[src/rtl/ped_crossing_ctrl.sv]
// Pedestrian crossing controller: latches a debounced button request and grants a
// WALK / flashing-clearance crossing only inside a vehicle RED phase.
module ped_crossing_ctrl #(
    parameter int unsigned DEBOUNCE_CYCLES = 3,
    parameter int unsigned WALK_CYCLES     = 2,
    parameter int unsigned FLASH_CYCLES    = 3,
    parameter int unsigned CNT_W           = 4
) (
    input  logic             clk,
    input  logic             rst_n,
    input  logic [2:0]       lights,
    input  logic             ped_btn,
    output logic             walk,
    output logic             dont_walk,
    output logic             flash,
    output logic [CNT_W-1:0] countdown,
    output logic             req_pending,
    output logic             abort,
    output logic             light_fault
);
    localparam int unsigned      DbW      = $clog2(DEBOUNCE_CYCLES + 1);
    localparam logic [DbW-1:0]   DbMax    = DbW'(DEBOUNCE_CYCLES);
    localparam logic [CNT_W-1:0] CntStart = CNT_W'(WALK_CYCLES + FLASH_CYCLES - 1);
    localparam logic [CNT_W-1:0] CntFlash = CNT_W'(FLASH_CYCLES);
    localparam logic [2:0]       LRed     = 3'b100;
    localparam logic [2:0]       LYel     = 3'b010;
    localparam logic [2:0]       LGrn     = 3'b001;

    typedef enum logic [1:0] {StIdle, StWalk, StClear} state_e;

    state_e           state_q, state_d;
    logic             sync1_q, sync2_q;
    logic [DbW-1:0]   db_cnt_q, db_cnt_d;
    logic [2:0]       l_q;
    logic             walk_q, walk_d;
    logic             dont_walk_q, dont_walk_d;
    logic             flash_q, flash_d;
    logic [CNT_W-1:0] cnt_q, cnt_d;
    logic             req_q, req_d;
    logic             abort_q, abort_d;
    logic             fault_q, fault_d;
    logic             btn_rise, is_red, illegal, red_rise, grant;

    assign is_red   = (lights == LRed);
    assign illegal  = !((lights == LRed) || (lights == LYel) || (lights == LGrn));
    assign red_rise = is_red && (l_q != LRed);

    // Saturating run-length of synchronised-high samples; a press is accepted once.
    always_comb begin
        db_cnt_d = '0;
        if (sync2_q) begin
            db_cnt_d = (db_cnt_q == DbMax) ? DbMax : db_cnt_q + 1'b1;
        end
    end
    assign btn_rise = (db_cnt_d == DbMax) && (db_cnt_q != DbMax);

    always_comb begin
        state_d     = state_q;
        walk_d      = 1'b0;
        dont_walk_d = 1'b1;
        flash_d     = 1'b0;
        cnt_d       = '0;
        abort_d     = 1'b0;
        grant       = 1'b0;
        fault_d     = fault_q | illegal;

        if (fault_q) begin
            state_d = StIdle;
        end else begin
            unique case (state_q)
                StIdle: begin
                    if (red_rise && req_q) begin
                        grant   = 1'b1;
                        state_d = StWalk;
                    end
                end
                StWalk: begin
                    if (!is_red) begin
                        abort_d = 1'b1;
                        state_d = StIdle;
                    end else if (cnt_q == CntFlash) begin
                        state_d = StClear;
                    end
                end
                StClear: begin
                    if (!is_red) begin
                        abort_d = 1'b1;
                        state_d = StIdle;
                    end else if (cnt_q == '0) begin
                        state_d = StIdle;
                    end
                end
                default: state_d = StIdle;
            endcase
        end

        // Lamps are registered, so they are derived from the state being entered.
        unique case (state_d)
            StWalk: begin
                walk_d      = 1'b1;
                dont_walk_d = 1'b0;
                cnt_d       = (state_q == StIdle) ? CntStart : cnt_q - 1'b1;
            end
            StClear: begin
                flash_d     = 1'b1;
                dont_walk_d = (state_q == StClear) ? !dont_walk_q : 1'b1;
                cnt_d       = cnt_q - 1'b1;
            end
            default: ;
        endcase

        // A fresh press on the grant edge survives the clear.
        req_d = (req_q & ~grant) | btn_rise;
    end

    always_ff @(posedge clk or negedge rst_n) begin
        if (!rst_n) begin
            sync1_q     <= 1'b0;
            sync2_q     <= 1'b0;
            db_cnt_q    <= '0;
            l_q         <= 3'b000;
            state_q     <= StIdle;
            walk_q      <= 1'b0;
            dont_walk_q <= 1'b1;
            flash_q     <= 1'b0;
            cnt_q       <= '0;
            req_q       <= 1'b0;
            abort_q     <= 1'b0;
            fault_q     <= 1'b0;
        end else begin
            sync1_q     <= ped_btn;
            sync2_q     <= sync1_q;
            db_cnt_q    <= db_cnt_d;
            l_q         <= lights;
            state_q     <= state_d;
            walk_q      <= walk_d;
            dont_walk_q <= dont_walk_d;
            flash_q     <= flash_d;
            cnt_q       <= cnt_d;
            req_q       <= req_d;
            abort_q     <= abort_d;
            fault_q     <= fault_d;
        end
    end

    assign walk        = walk_q;
    assign dont_walk   = dont_walk_q;
    assign flash       = flash_q;
    assign countdown   = cnt_q;
    assign req_pending = req_q;
    assign abort       = abort_q;
    assign light_fault = fault_q;

endmodule
[config.mk]
export PLATFORM = sky130hd
export DESIGN_NAME = ped_crossing_ctrl
export DESIGN_NICKNAME = d
export VERILOG_FILES = /design/src/rtl/ped_crossing_ctrl.sv
export SDC_FILE = /design/constraint.sdc
export NUM_CORES = 1
export LEC_CHECK = 0
export CORE_ASPECT_RATIO = 1.25
export CORE_MARGIN = 2
export CORE_UTILIZATION = 41
export DETAILED_ROUTE_END_ITERATION = 12
export GPL_TIMING_DRIVEN = 0
export MAX_ROUTING_LAYER = met4
export PLACE_DENSITY = 0.62
export SYNTH_ARGS = -nofsm -noshare
export SYNTH_HDL_FRONTEND = slang
export SYNTH_SLANG_ARGS = --single-unit
[constraint.sdc]
create_clock -name clk -period 3.6 [get_ports clk]
set_input_delay 0.9 -clock clk [delete_from_list [all_inputs] [get_ports clk]]
set_output_delay 0.9 -clock clk [all_outputs]
set_load 0.05 [all_outputs]
==> results.yml, run 1 <==
status:
  status: "finished, final reports clean"
cells_and_area:
  drive_gt1_frac: 0.0521
  final_cells: 116
  area_growth_pct: 22.5
  antennaDiodeCount: 0
  fin_nets: 112
  final_area_mm2: 0.00110
floorplanning:
  dieHeight_um: 56.2
  die_w_um: 45.8
  coreArea_mm2: 0.00203
  dieArea_mm2: 0.00257
  ios: 16
  num_rows: 18
  start_util: 0.441
synthesis:
  synth_seq_cells: 19
  synth_edf_count: 0
  syn_nets: 92
  synth-async-reset-ratio: 1.00
  synth-main-ff-cell: "dfrtp_1"
  ys_types: 28
  yosys_warnings: 0
  synth_area_per_cell_um2: 11.6
  seq_area_frac_synth: 0.533
  synth_area_um2: 895
  syn_inst: 77
placement:
  place_congestion: 0.763
  dp.final_hpwl_um: 1220
  io_buffers: 15
  dpl.cell_count: 112
  dp_slack_ns: 0.307
  place_area_mm2: 0.00107
power:
  powerDensity_mw_per_mm2: 319
  comb_power_share: 0.049
  p_clk_frac: 0.322
  peakVddDrop_v: 0.000237
  net-switching-power_mw: 0.0807
  pwr-share-seq: 0.629
  p_leak_nw: 0.508
  internal_power_mw: 0.269
  switching_share: 0.230
grt:
  gr-total-overflow: 0
  antenna_found_initial: 0
  grtUsageTotal: 0.161
  grt_max_degree: 20
  grt_pass1_wl_um: 2900
  grt_pass1_vias: 626
clock_network:
  hold_buffers: 0
  cts.clk_slew.worst_paths_ns: 0.11
  post_cts_buffers: 0
  clk_latency_ns: 0.31
  post_cts_resized: 0
  clock_path_buffers: 2
  cts-root-buf: "clkbuf_4"
  ctsHtreeMaxLevel: 1
  cts.sinks: 19
  cts_made_buffers: 3
  cts_tree: "done"
sta:
  skew_ns: 0.00298
  relSlewSlack: 0.436
  drv_slew: 0
  fmax_mhz: 341
  fin_setup_tns_ns: 0
  setup_viol: 0
  worst_slew_pin_slew_ns: 0.843
  hold_viol_final: 0
  setup_slack_ns: 0.666
  period_share: 0.815
  timing.final.crit_period_ns: 2.93
  rsz0062_at_grt: "false"
min_path:
  hold_depth: 0
  hold_end: "sync2_q"
  worstHoldPathType: "reg -> reg"
  hp-start: "sync1_q"
critical_path:
  rrSetupSlack_ns: 1.47
  worst_ep_required_time_ns: 3.79
  start_kind: "primary input"
  arrival_ns: 3.13
  cp-end-kind: "flip-flop"
  reg2reg_depth: 9
  rr_endpoint: "countdown[3]"
  reg2reg_from: "state_q[0]"
  crit_fanout: 5
  crit_type: "in -> reg"
route:
  ant_nets: 0
  remaining_drc_errors: 0
  viasPerCell: 5.54
  vias: 643
  drt_iter0_drc: 6
  wire_per_inst_um: 14.2
  drt_first_pass_iters: 4
  routed_wl_um: 1650
flow_run:
  drv_cap: 0
## Yosys cell counts, types with 2 or more instances
cell | n | area [um2]
dfrtp_1 | 18 | 450
nor2b_1 | 3 | 18.8
a31oi_1 | 3 | 18.8
nor2_1 | 6 | 22.5
or3b_1 | 2 | 17.5
o211ai_1 | 2 | 15.0
nand2_1 | 3 | 11.3
inv_1 | 8 | 30.0
o2bb2ai_1 | 2 | 17.5
ha_1 | 9 | 113
o21ai_0 | 2 | 10.0
and3_1 | 2 | 12.5
xor2_1 | 2 | 17.5
## layout make-up
cell class | instances | area (um2)
clock buffer | 4 | 26.3
fill | 189 | 931
inverter | 8 | 30.0
multi-input combinational | 50 | 388
sequential | 19 | 477
tap | 20 | 25.0
timing repair buffer | 15 | 150
## sequential cells by signal (all words and copies together), names as in the netlist
signal / count
abort: 1
sync1_q: 1
db_cnt_q: 2
dont_walk: 1
state_q: 2
req_pending: 1
flash: 1
sync2_q: 1
walk: 1
light_fault: 1
countdown: 4
l_q: 3
## cells by family after synthesis
group | count (synthesis) | synth area share
DFF | 19 | 0.533
adders and majority gates | 9 | 0.126
xor gates and xnor gates | 3 | 0.0294
AOI/OAI and AO/OA | 18 | 0.158
buffers and inverters | 8 | 0.0336
and+or+nand+nor | 20 | 0.120
## layer usage
| metal | GRT usage | share of wire | wire length, um |
|---|---|---|---|
| met1 | 0.198 | 0.44 | 720 |
| met2 | 0.243 | 0.51 | 840 |
| met3 | 0.0292 | 0.028 | 46 |
| met4 | 0.0857 | 0.024 | 40 |
| met5 | - | 0 | 0 |
## layout by cell type, fill, tap and decap left out
| cell type | n |
|---|---|
| dfrtp_1 | 18 |
| clkdlybuf4s50_1 | 15 |
| ha_1 | 9 |
| inv_1 | 8 |
| nor2_1 | 6 |
| nand2_1 | 3 |
| a31oi_1 | 3 |
| nor2b_1 | 3 |
| clkbuf_4 | 3 |
| and3_1 | 2 |
| or3b_1 | 2 |
| o2bb2ai_1 | 2 |
| o211ai_1 | 2 |
| xor2_1 | 2 |
| o21ai_0 | 2 |
| nand2b_1 | 1 |
| o221ai_1 | 1 |
| nor3b_1 | 1 |
| a2bb2oi_1 | 1 |
| a311oi_2 | 1 |
| a41o_1 | 1 |
| o211a_1 | 1 |
| o21bai_1 | 1 |
| nor3_1 | 1 |
| xnor2_1 | 1 |
| a21boi_0 | 1 |
| a21oi_1 | 1 |
| o21a_1 | 1 |
| nand4_1 | 1 |
| clkbuf_1 | 1 |
| dfstp_2 | 1 |
## power by group through the flow
stage | clock [mW] | sequential (mW) | combinational (mW)
after floorplan | 0 | 0.224 | 0.00536
after global placement | 0 | 0.224 | 0.0174
after detailed placement | 0 | 0.224 | 0.0176
after CTS | 0.114 | 0.220 | 0.0177
after global routing | 0.122 | 0.221 | 0.0200
final | 0.113 | 0.220 | 0.0172
## worst max-delay path: stages
cell	delay (ns)
clkdlybuf4s50_1	0.55
nor3b_1	0.53
a41o_1	0.30
o211ai_1	0.10
ha_1	0.25
nor2b_1	0.14
o21bai_1	0.26
nor2_1	0.10
## worst max path at each step
stage | to | slack, ns | startpoint
4_1_cts | countdown[3] | 0.61 | lights[2]
6_report | countdown[3] | 0.67 | lights[2]
3_3_place_gp | countdown[3] | 0.41 | lights[2]
3_5_place_dp | countdown[3] | 0.31 | lights[2]
5_1_grt | countdown[3] | 0.51 | lights[2]
2_1_floorplan | countdown[0] | 1.25 | lights[0]
## per-stage QoR
stage                     hold slack [ns]  utilization  power (mW)
after floorplan                     0.331            -       0.229
after global placement              0.334        0.528       0.242
after detailed placement            0.338        0.528       0.242
after CTS                           0.362        0.541       0.352
after global routing                0.379        0.541       0.363
final                               0.360        0.541       0.350
(Power assumes the default switching activity.)
==> run 2, diff against run 1 <==
==> constraint.sdc (replaced) <==
create_clock -name clk -period 2.9 [get_ports clk]
set_input_delay 0.725 -clock clk [delete_from_list [all_inputs] [get_ports clk]]
set_output_delay 0.725 -clock clk [all_outputs]
set_load 0.05 [all_outputs]
==> run 2 against run 1 <==
Against the previous run:
- die area is the same
- setup slack got worse by 0.39 ns
- critical endpoint unchanged
- final area grew 0.46%
- critical path type unchanged
==> results.yml, run 2 (synthesized netlist as in run 1, its figures left out) <==
status:
  status: "finished, final reports clean"
route:
  remaining_drc_errors: 0
  drt_first_pass_iters: 4
  drt_iter0_drc: 4
  vias: 642
  viasPerCell: 5.53
  ant_nets: 0
  wire_per_inst_um: 14.1
  routed_wl_um: 1630
grt:
  grtUsageMet3: 0.0292
  grt_pass1_vias: 626
  grt_max_degree: 20
  gr-total-overflow: 0
  grt_most_used_layer: "met2"
  grt_pass1_wl_um: 2900
  grt_use_met1: 0.198
  grtUsageTotal: 0.161
  met2_usage: 0.243
  antenna_found_initial: 0
critical_path:
  crit_fanout: 5
  arrival_ns: 2.80
  worst_ep_required_time_ns: 3.08
  reg2reg_depth: 9
  cp-end-kind: "flip-flop"
  crit_type: "in -> reg"
  start_kind: "primary input"
floorplanning:
  die_w_um: 45.8
  dieHeight_um: 56.2
  start_util: 0.441
  dieArea_mm2: 0.00257
  ios: 16
  coreArea_mm2: 0.00203
  num_rows: 18
cells_and_area:
  fill_cells: 189
  multi_input_area_um2: 393
  layout_commonest_cell: "dfrtp_1"
  final-seq-area_um2: 477
  largest_reg_flops: 4
  drive_gt1_frac: 0.0625
  antennaDiodeCount: 0
  final_cell_mix: "18 x dfrtp_1, 15 x clkdlybuf4s50_1, 9 x ha_1"
  fin_nets: 112
  area_growth_pct: 23.1
min_path:
  hold_depth: 0
  worstHoldPathType: "reg -> reg"
clock_network:
  clk_latency_ns: 0.30
  post_cts_buffers: 0
  cts.sinks: 19
  ctsHtreeMaxLevel: 1
  cts_tree: "done"
  clock_path_buffers: 2
  cts-root-buf: "clkbuf_4"
  cts_made_buffers: 3
  cts.clk_slew.worst_paths_ns: 0.10
sta:
  fin_setup_tns_ns: 0
  setup_viol: 0
  worst_slew_pin_slew_ns: 0.845
  drv_slew: 0
  timing.final.crit_period_ns: 2.62
  relSlewSlack: 0.435
  hold_viol_final: 0
  timing.hold.ws_ns: 0.358
  rsz0062_at_grt: "false"
  fmax_mhz: 381
  period_share: 0.904
  skew_ns: 0.00984
power:
  total_power_mw: 0.432
  peakVddDrop_v: 0.000287
  p_leak_nw: 0.510
  powerDensity_mw_per_mm2: 392
placement:
  io_buffers: 15
  place_congestion: 0.763
  dp.final_hpwl_um: 1220
flow_run:
  drv_cap: 0
-- run 2: cell counts in the layout (fill, tap and decap cells not counted) --
Identical to the previous run, type by type.
-- run 2: path summary, 6_finish.rpt --
kind / start / endpoint / slack [ns]
max in group asynchronous: rst_n / flash / 1.48
min in group asynchronous: rst_n / l_q[1] / 0.89
worst max register to register: state_q[0] / countdown[3] / 0.77
worst min-delay path: sync1_q / sync2_q / 0.36
worst max-delay path: lights[0] / countdown[3] / 0.28
worst min register to register: sync1_q / sync2_q / 0.36
-- run 2: layer usage --
layer	wire, um	share of wire	vias up
li1	-	-	310
met1	696	0.43	313
met2	853	0.52	15
met3	48	0.029	4
met4	33	0.020	0
met5	0	0	-
-- run 2: worst max-delay path: stages --
cell	delay, ns
clkdlybuf4s50_1	0.50
or3b_1	0.44
a311oi_2	0.24
o211ai_1	0.15
ha_1	0.25
nor2b_1	0.14
o21bai_1	0.26
nor2_1	0.10
-- run 2: cell type report --
class                   count  share of cell area
multi-input cells          50               0.357
clock buffers               4              0.0239
repair buffers             15               0.136
inverters                   8              0.0273
flip-flops and latches     19               0.433
well taps                  20              0.0227
-- run 2: power breakdown --
part           internal, mW  total, mW  switching, mW
clock                0.0537      0.137         0.0831
combinational        0.0101     0.0218         0.0117
sequential            0.271      0.273        0.00274
-- run 2: repair_timing --
item	in CTS	in global routing
hold buffers	0	0
setup endpoints to repair	0	1
resized for setup	0	1
-- run 2: per-stage QoR --
step	util	std cells	instance area (um2)	setup WS (ns)
5_1_grt	0.543	116	1100	0.130
6_report	0.543	116	1100	0.278
2_1_floorplan	-	77	895	0.729
3_3_place_gp	0.528	112	1070	-0.115
3_5_place_dp	0.528	112	1070	-0.218
4_1_cts	0.541	116	1100	0.0883
==> run 3, diff against run 2 <==
--- a/config.mk
+++ b/config.mk
@@ -9,6 +9,7 @@
 export CORE_MARGIN = 2
 export CORE_UTILIZATION = 41
 export DETAILED_ROUTE_END_ITERATION = 12
+export GPL_ROUTABILITY_DRIVEN = 0
 export GPL_TIMING_DRIVEN = 0
 export MAX_ROUTING_LAYER = met4
 export PLACE_DENSITY = 0.62
==> results of run 3 <==
No change in the layout: final DEF, timing and power equal those of run 2.
